`src/rtl/lms_ctr_boot_pkg.sv`:
```
// Shared types and constants for the flash-to-RAM boot copier.
// BOOT_CHECKSUM_EN adds the CHECK state that verifies the trailer word.
package lms_ctr_boot_pkg;

    localparam int         FLASH_ADDR_W = 24;
    localparam int         WORD_W       = 32;
    localparam int         XFER_BITS    = 32;
    localparam logic [7:0] SPI_CMD_READ = 8'h03;

    typedef enum logic [2:0] {
        ST_IDLE,
        ST_CMD,
        ST_DATA,
        ST_WRITE,
`ifdef BOOT_CHECKSUM_EN
        ST_CHECK,
`endif
        ST_FINISH
    } boot_state_t;

    // Flash streams byte 0 first; byte k belongs in bits [8k+7:8k].
    function automatic logic [WORD_W-1:0] flash_to_word(input logic [WORD_W-1:0] rx);
        return {rx[7:0], rx[15:8], rx[23:16], rx[31:24]};
    endfunction

endpackage

```
`src/rtl/lms_ctr_boot_spi_shifter.sv`:
```
// SPI mode-0 shifter: SCLK divider plus 32-bit MSB-first TX/RX shift registers.
// go loads a transfer; last_bit is high during the high phase of the final bit, which ends after one clk.
module lms_ctr_boot_spi_shifter #(
    parameter int SCLK_DIV = 2
) (
    input  logic        clk,
    input  logic        reset_n,
    input  logic        go,
    input  logic [5:0]  len_bits,
    input  logic [31:0] tx_data,
    input  logic        miso,
    output logic        sclk,
    output logic        mosi,
    output logic [31:0] rx_data,
    output logic        last_bit
);

    localparam int DIV_W = $clog2(SCLK_DIV) + 1;

    logic             active;
    logic [DIV_W-1:0] div_cnt;
    logic [5:0]       bits_left;
    logic [31:0]      tx_sh;
    logic             tick;

    assign tick     = active && (div_cnt == DIV_W'(SCLK_DIV - 1));
    assign last_bit = active && sclk && (bits_left == 6'd0);
    assign mosi     = tx_sh[31];

    always_ff @(posedge clk or negedge reset_n) begin
        if (!reset_n) begin
            active    <= 1'b0;
            div_cnt   <= '0;
            bits_left <= '0;
            tx_sh     <= '0;
            rx_data   <= '0;
            sclk      <= 1'b0;
        end else if (go) begin
            active    <= 1'b1;
            div_cnt   <= '0;
            bits_left <= len_bits;
            tx_sh     <= tx_data;
            sclk      <= 1'b0;
        end else if (active) begin
            div_cnt <= tick ? '0 : div_cnt + 1'b1;
            if (!sclk) begin
                if (tick) begin
                    sclk      <= 1'b1;
                    rx_data   <= {rx_data[30:0], miso};
                    bits_left <= bits_left - 1'b1;
                end
            end else if (bits_left == 6'd0) begin
                // Final bit: drop SCLK right away so the RAM write cycle sees it low.
                sclk   <= 1'b0;
                active <= 1'b0;
            end else if (tick) begin
                sclk  <= 1'b0;
                tx_sh <= {tx_sh[30:0], 1'b0};
            end
        end
    end

endmodule

```
`src/rtl/lms_ctr_boot_copier.sv`:
```
// Copies WORDS flash words (SPI READ burst) into program RAM, holding the CPU in reset until done.
// One single-cycle RAM write per word, no backpressure; BOOT_CHECKSUM_EN verifies a trailer word.
module lms_ctr_boot_copier
    import lms_ctr_boot_pkg::*;
#(
    parameter int                      WORDS      = 8192,
    parameter int                      ADDR_W     = 13,
    parameter logic [FLASH_ADDR_W-1:0] FLASH_BASE = 24'h0B0000,
    parameter int                      SCLK_DIV   = 2,
    parameter int                      AUTO_START = 1
) (
    input  logic              clk,
    input  logic              reset_n,
    input  logic              start,
    output logic              busy,
    output logic              done,
    output logic              error,
    output logic              cpu_reset_req,
    output logic              spi_sclk,
    output logic              spi_cs_n,
    output logic              spi_mosi,
    input  logic              spi_miso,
    output logic [ADDR_W-1:0] mem_address,
    output logic [3:0]        mem_byteenable,
    output logic              mem_chipselect,
    output logic              mem_write,
    output logic [WORD_W-1:0] mem_writedata
);

    localparam int CNT_W = ADDR_W + 1;

    boot_state_t       state;
    logic              auto_pend;
    logic [CNT_W-1:0]  word_cnt;
    logic              launch;
    logic              last_word;
    logic              sh_go;
    logic [WORD_W-1:0] sh_tx;
    logic [WORD_W-1:0] sh_rx;
    logic              sh_last;

    assign launch         = (state == ST_IDLE) && (start || auto_pend);
    assign last_word      = (word_cnt == CNT_W'(WORDS - 1));
    assign mem_address    = word_cnt[ADDR_W-1:0];
    assign mem_chipselect = mem_write;
    assign mem_byteenable = {4{mem_write}};

    always_comb begin
        sh_go = 1'b0;
        sh_tx = '0;
        if (launch) begin
            sh_go = 1'b1;
            sh_tx = {SPI_CMD_READ, FLASH_BASE};
        end else if (state == ST_CMD) begin
            sh_go = sh_last;
        end else if (state == ST_WRITE) begin
`ifdef BOOT_CHECKSUM_EN
            sh_go = 1'b1;
`else
            sh_go = !last_word;
`endif
        end
    end

    lms_ctr_boot_spi_shifter #(
        .SCLK_DIV (SCLK_DIV)
    ) u_shifter (
        .clk      (clk),
        .reset_n  (reset_n),
        .go       (sh_go),
        .len_bits (6'(XFER_BITS)),
        .tx_data  (sh_tx),
        .miso     (spi_miso),
        .sclk     (spi_sclk),
        .mosi     (spi_mosi),
        .rx_data  (sh_rx),
        .last_bit (sh_last)
    );

`ifdef BOOT_CHECKSUM_EN
    logic [WORD_W-1:0] sum;
    logic              error_q;
    logic              mismatch;

    assign mismatch = flash_to_word(sh_rx) != (~sum + WORD_W'(1));
    assign error    = error_q;

    always_ff @(posedge clk or negedge reset_n) begin
        if (!reset_n) begin
            sum     <= '0;
            error_q <= 1'b0;
        end else if (launch) begin
            sum     <= '0;
            error_q <= 1'b0;
        end else if (state == ST_DATA && sh_last) begin
            sum <= sum + flash_to_word(sh_rx);
        end else if (state == ST_CHECK && sh_last) begin
            error_q <= mismatch;
        end
    end
`else
    assign error = 1'b0;
`endif

    always_ff @(posedge clk or negedge reset_n) begin
        if (!reset_n) begin
            state         <= ST_IDLE;
            auto_pend     <= (AUTO_START != 0);
            busy          <= 1'b0;
            done          <= 1'b0;
            cpu_reset_req <= 1'b1;
            spi_cs_n      <= 1'b1;
            mem_write     <= 1'b0;
            mem_writedata <= '0;
            word_cnt      <= '0;
        end else begin
            mem_write <= 1'b0;
            unique case (state)
                ST_IDLE: begin
                    if (launch) begin
                        state         <= ST_CMD;
                        auto_pend     <= 1'b0;
                        busy          <= 1'b1;
                        done          <= 1'b0;
                        cpu_reset_req <= 1'b1;
                        spi_cs_n      <= 1'b0;
                        word_cnt      <= '0;
                    end
                end
                ST_CMD: begin
                    if (sh_last) state <= ST_DATA;
                end
                ST_DATA: begin
                    if (sh_last) begin
                        state         <= ST_WRITE;
                        mem_write     <= 1'b1;
                        mem_writedata <= flash_to_word(sh_rx);
                    end
                end
                ST_WRITE: begin
                    word_cnt <= word_cnt + 1'b1;
                    if (!last_word) begin
                        state <= ST_DATA;
                    end else begin
`ifdef BOOT_CHECKSUM_EN
                        state <= ST_CHECK;
`else
                        state         <= ST_FINISH;
                        spi_cs_n      <= 1'b1;
                        busy          <= 1'b0;
                        done          <= 1'b1;
                        cpu_reset_req <= 1'b0;
`endif
                    end
                end
`ifdef BOOT_CHECKSUM_EN
                ST_CHECK: begin
                    if (sh_last) begin
                        state         <= ST_FINISH;
                        spi_cs_n      <= 1'b1;
                        busy          <= 1'b0;
                        done          <= 1'b1;
                        cpu_reset_req <= mismatch;
                    end
                end
`endif
                ST_FINISH: state <= ST_IDLE;
                default:   state <= ST_IDLE;
            endcase
        end
    end

endmodule

```
`config.mk`:
```
export PLATFORM = sky130hd
export DESIGN_NAME = lms_ctr_boot_copier
export DESIGN_NICKNAME = d
export VERILOG_FILES = /design/src/rtl/lms_ctr_boot_pkg.sv /design/src/rtl/lms_ctr_boot_spi_shifter.sv /design/src/rtl/lms_ctr_boot_copier.sv
export SDC_FILE = /design/constraint.sdc
export NUM_CORES = 1
export LEC_CHECK = 0
export BUFFER_PORTS_ARGS = -buffer_cell sky130_fd_sc_hd__buf_2
export CORE_MARGIN = 10
export CORE_UTILIZATION = 30
export DETAILED_ROUTE_END_ITERATION = 8
export PLACE_DENSITY = 0.56
export REMOVE_ABC_BUFFERS = 1
export SYNTH_ARGS = -nofsm -noshare
export SYNTH_HDL_FRONTEND = slang
export SYNTH_SLANG_ARGS = --single-unit
```
`constraint.sdc`:
```
create_clock -name clk -period 4.1 [get_ports clk]
set_input_delay 0.41 -clock clk [delete_from_list [all_inputs] [get_ports clk]]
set_output_delay 0.41 -clock clk [all_outputs]
set_load 0.005 [all_outputs]
```
==> flow_metrics.env <==
export IMPL_status="finished, final reports clean"
export IMPL_seq_power_share=0.378
export IMPL_cp_required_ns=4.38
export IMPL_tns_ns=0
export IMPL_worstMarginPinSlew_ns=1.101
export IMPL_cts_buffers=17
export IMPL_root_buffer="clkbuf_16"
export IMPL_grt_use_total=0.09082
export IMPL_drc_errors=0
export IMPL_num_vias=2880
export IMPL_first_pass_iters=4
export IMPL_cts_sinks=113
export IMPL_p_leak_nw=2.902
export IMPL_power_mw=4.077
export IMPL_syn_area_mm2=0.004918
export IMPL_worstRegToRegCells=4
export IMPL_htree_levels=4
export IMPL_arrival_ns=2.72
export IMPL_drive_gt1_frac=0.4136
export IMPL_grt_pass1_wl_um=15840
export IMPL_drt_initial_drc_count=120
export IMPL_ant_nets=0
export IMPL_mostFrequentLayoutCells="dfrtp_1, mux2_2, buf_2, nor2_1"
export IMPL_hold_ws_ns=0.2402
export IMPL_die_y_um=148.0
export IMPL_die_x_um=148.0
export IMPL_internal_power_mw=2.939
export IMPL_slew_limit_headroom=0.2626
export IMPL_final_net_count=422
export IMPL_cts_resized=0
export IMPL_synth_top_area_cell="dfrtp_1"
export IMPL_gp_congestion=0.7280
export IMPL_ys_warn_count=0
export IMPL_reg2reg_from="state[0]$_DFFE_PN0P_"
export IMPL_synth_seq_cells=113
export IMPL_diodes=0
export IMPL_grt_pass1_vias=3067
export IMPL_ioPinCount=62
export IMPL_grt_overflow_total=0
export IMPL_rsz0062_at_grt="no"
export IMPL_criticalPathCategory="register to register"
export IMPL_dieArea_mm2=0.02192
export IMPL_core_rowCount=46
export IMPL_switchingPower_mw=1.139
export IMPL_setup_violations_final=0
export IMPL_yosysSeqAreaShare=0.5757
export IMPL_port_buffers=60
export IMPL_min_path_type="input pin to register"
export IMPL_async_reset_ff_frac=1.000
export IMPL_hold_start="spi_miso"
export IMPL_peakVddDrop_uv=293.8
export IMPL_cap_viol_max_count=0
export IMPL_synth_cell_types=54
export IMPL_routedWlPerCell_um=14.32
export IMPL_end_kind="register"
export IMPL_hold_end="u_shifter.rx_data[0]$_DFFE_PN0P_"
export IMPL_dpl_hpwl_um=6255
export IMPL_cts_tree="yes"
export IMPL_synth_top_cell_area_share=0.5597
export IMPL_synth_area_top_cells="dfrtp_1, mux2_2, mux2i_1"
export IMPL_hold_depth=2
export IMPL_clk_latency_ns=0.41
export IMPL_drt_total_wl_um=9222
export IMPL_r2r_slack_ns=1.66
export IMPL_regToRegEndpoint="u_shifter.rx_data[12]$_DFFE_PN0P_"
export IMPL_antenna_found_initial=0
export IMPL_coreArea_mm2=0.01600
export IMPL_combPwrFrac=0.216
export IMPL_ys_flop_type="dfrtp_1"
export IMPL_min_period_ns=2.442
export IMPL_critical_path_max_fanout=32
export IMPL_timing_final_crit_share=0.5955
export IMPL_sw_frac_of_total=0.2793
export IMPL_clk_path_buf_depth=2
export IMPL_clk_pin_slew_ns=0.05
export IMPL_grt_start_max_net_pins=40
export IMPL_drv_slew=0
export IMPL_power_density_mw_per_mm2=685.7
export IMPL_fmax_ghz=0.4096
export IMPL_fin_skew_ns=0.01323
export IMPL_clkPwrFrac=0.405
export IMPL_startpoint_type="register"
export IMPL_synth_cells=366
export IMPL_synth_area_per_cell_um2=13.44
export IMPL_syn_to_final_growth_pct=20.89
export IMPL_vias_per_cell=4.472
export IMPL_layout_commonest_cell="dfrtp_1"
export IMPL_synth_edf_count=0
export IMPL_initial_utilization=0.3074
export IMPL_hold_viol=0
## layout make-up
cell class	instances	area, um2
repair buffers	67	357.8
inverters	5	18.77
clock buffers	21	460.4
flip-flops and latches	113	2831
fillers	1595	10050
clock inverters	10	206.4
well taps	216	270.3
multi-input cells	212	1800
## per-stage QoR
| step | util | area (um2) | instances | setup WS [ns] |
|---|---|---|---|---|
| 2_1_floorplan | - | 4651 | 330 | 1.523 |
| 3_3_place_gp | 0.3293 | 5269 | 612 | 1.702 |
| 3_5_place_dp | 0.3293 | 5269 | 612 | 1.635 |
| 4_1_cts | 0.3716 | 5946 | 644 | 1.626 |
| 5_1_grt | 0.3716 | 5946 | 644 | 1.485 |
| 6_report | 0.3716 | 5946 | 644 | 1.658 |
## what timing repair did
| action | CTS | global route |
|---|---|---|
| hold endpoints to repair | 34 | 0 |
| hold buffers | 1 | 0 |
| buffers inserted | 0 | 0 |
## metal layers
metal,share of wire,GRT usage
met4,0.014,0.04609
met2,0.49,0.1394
met5,0,0
met3,0.032,0.03114
met1,0.46,0.1108
## how the worst max path moves through the flow
stage | from | to | cells past startpoint
after floorplan | u_shifter.bits_left[0]$_DFFE_PN0P_ | mem_writedata[0]$_DFFE_PN0P_ | 6
after global placement | state[0]$_DFFE_PN0P_ | u_shifter.rx_data[8]$_DFFE_PN0P_ | 4
after detailed placement | state[0]$_DFFE_PN0P_ | u_shifter.rx_data[8]$_DFFE_PN0P_ | 4
after CTS | state[0]$_DFFE_PN0P_ | u_shifter.rx_data[13]$_DFFE_PN0P_ | 4
after global routing | state[0]$_DFFE_PN0P_ | u_shifter.rx_data[13]$_DFFE_PN0P_ | 4
final | state[0]$_DFFE_PN0P_ | u_shifter.rx_data[12]$_DFFE_PN0P_ | 4
## power groups by stage
stage	logic (mW)	registers (mW)	clock network, mW
after floorplan	0.675	1.51	0
after global placement	0.869	1.55	0
after detailed placement	0.894	1.56	0
after CTS	0.900	1.55	1.69
after global routing	0.978	1.58	1.75
final	0.882	1.54	1.65
## synthesized netlist by cell type (2+ instances only)
cell	number
a211oi_1	2
a21oi_1	10
and3_1	2
buf_2	3
buf_4	20
buf_6	7
clkbuf_1	5
dfrtp_1	110
dfstp_2	3
ha_1	2
inv_1	5
mux2_2	59
mux2_4	5
mux2i_1	17
nand2_1	11
nand2_2	2
nand2b_1	4
nand3_1	8
nand4_1	4
nor2_1	24
nor3_1	2
nor4_1	2
nor4_4	3
o211ai_1	6
o21a_1	3
o21ai_0	11
o31ai_1	5
or2_2	2
xnor2_1	2
xor2_1	3
## logic make-up after synthesis
family,Yosys count,share of synthesized area
XOR/XNOR,5,0.008905
multiplexers,81,0.1849
other,1,0.0007624
buffers and inverters,41,0.05825
flip-flops,113,0.5757
adder cells (fa/ha/maj),2,0.005087
AND/OR/NAND/NOR,79,0.1025
AO/OA/AOI/OAI,44,0.06385
## registers in the layout, summed over array words and instances, names as in the netlist
signal / flops
u_shifter.tx_sh: 16
mem_chipselect: 1
u_shifter.bits_left: 6
u_shifter.sclk: 1
word_cnt: 14
state: 3
cpu_reset_req: 1
spi_cs_n: 1
u_shifter.div_cnt: 2
auto_pend: 1
done: 1
busy: 1
u_shifter.active: 1
mem_writedata: 32
u_shifter.rx_data: 32
## critical path, cell delays in order, from the launching register on
cell and delay (ns):
dfrtp_1 0.43, nor3_1 0.52, nand2_2 0.38, o211ai_4 0.56
mux2_2 0.41
(Power assumes the default switching activity.)
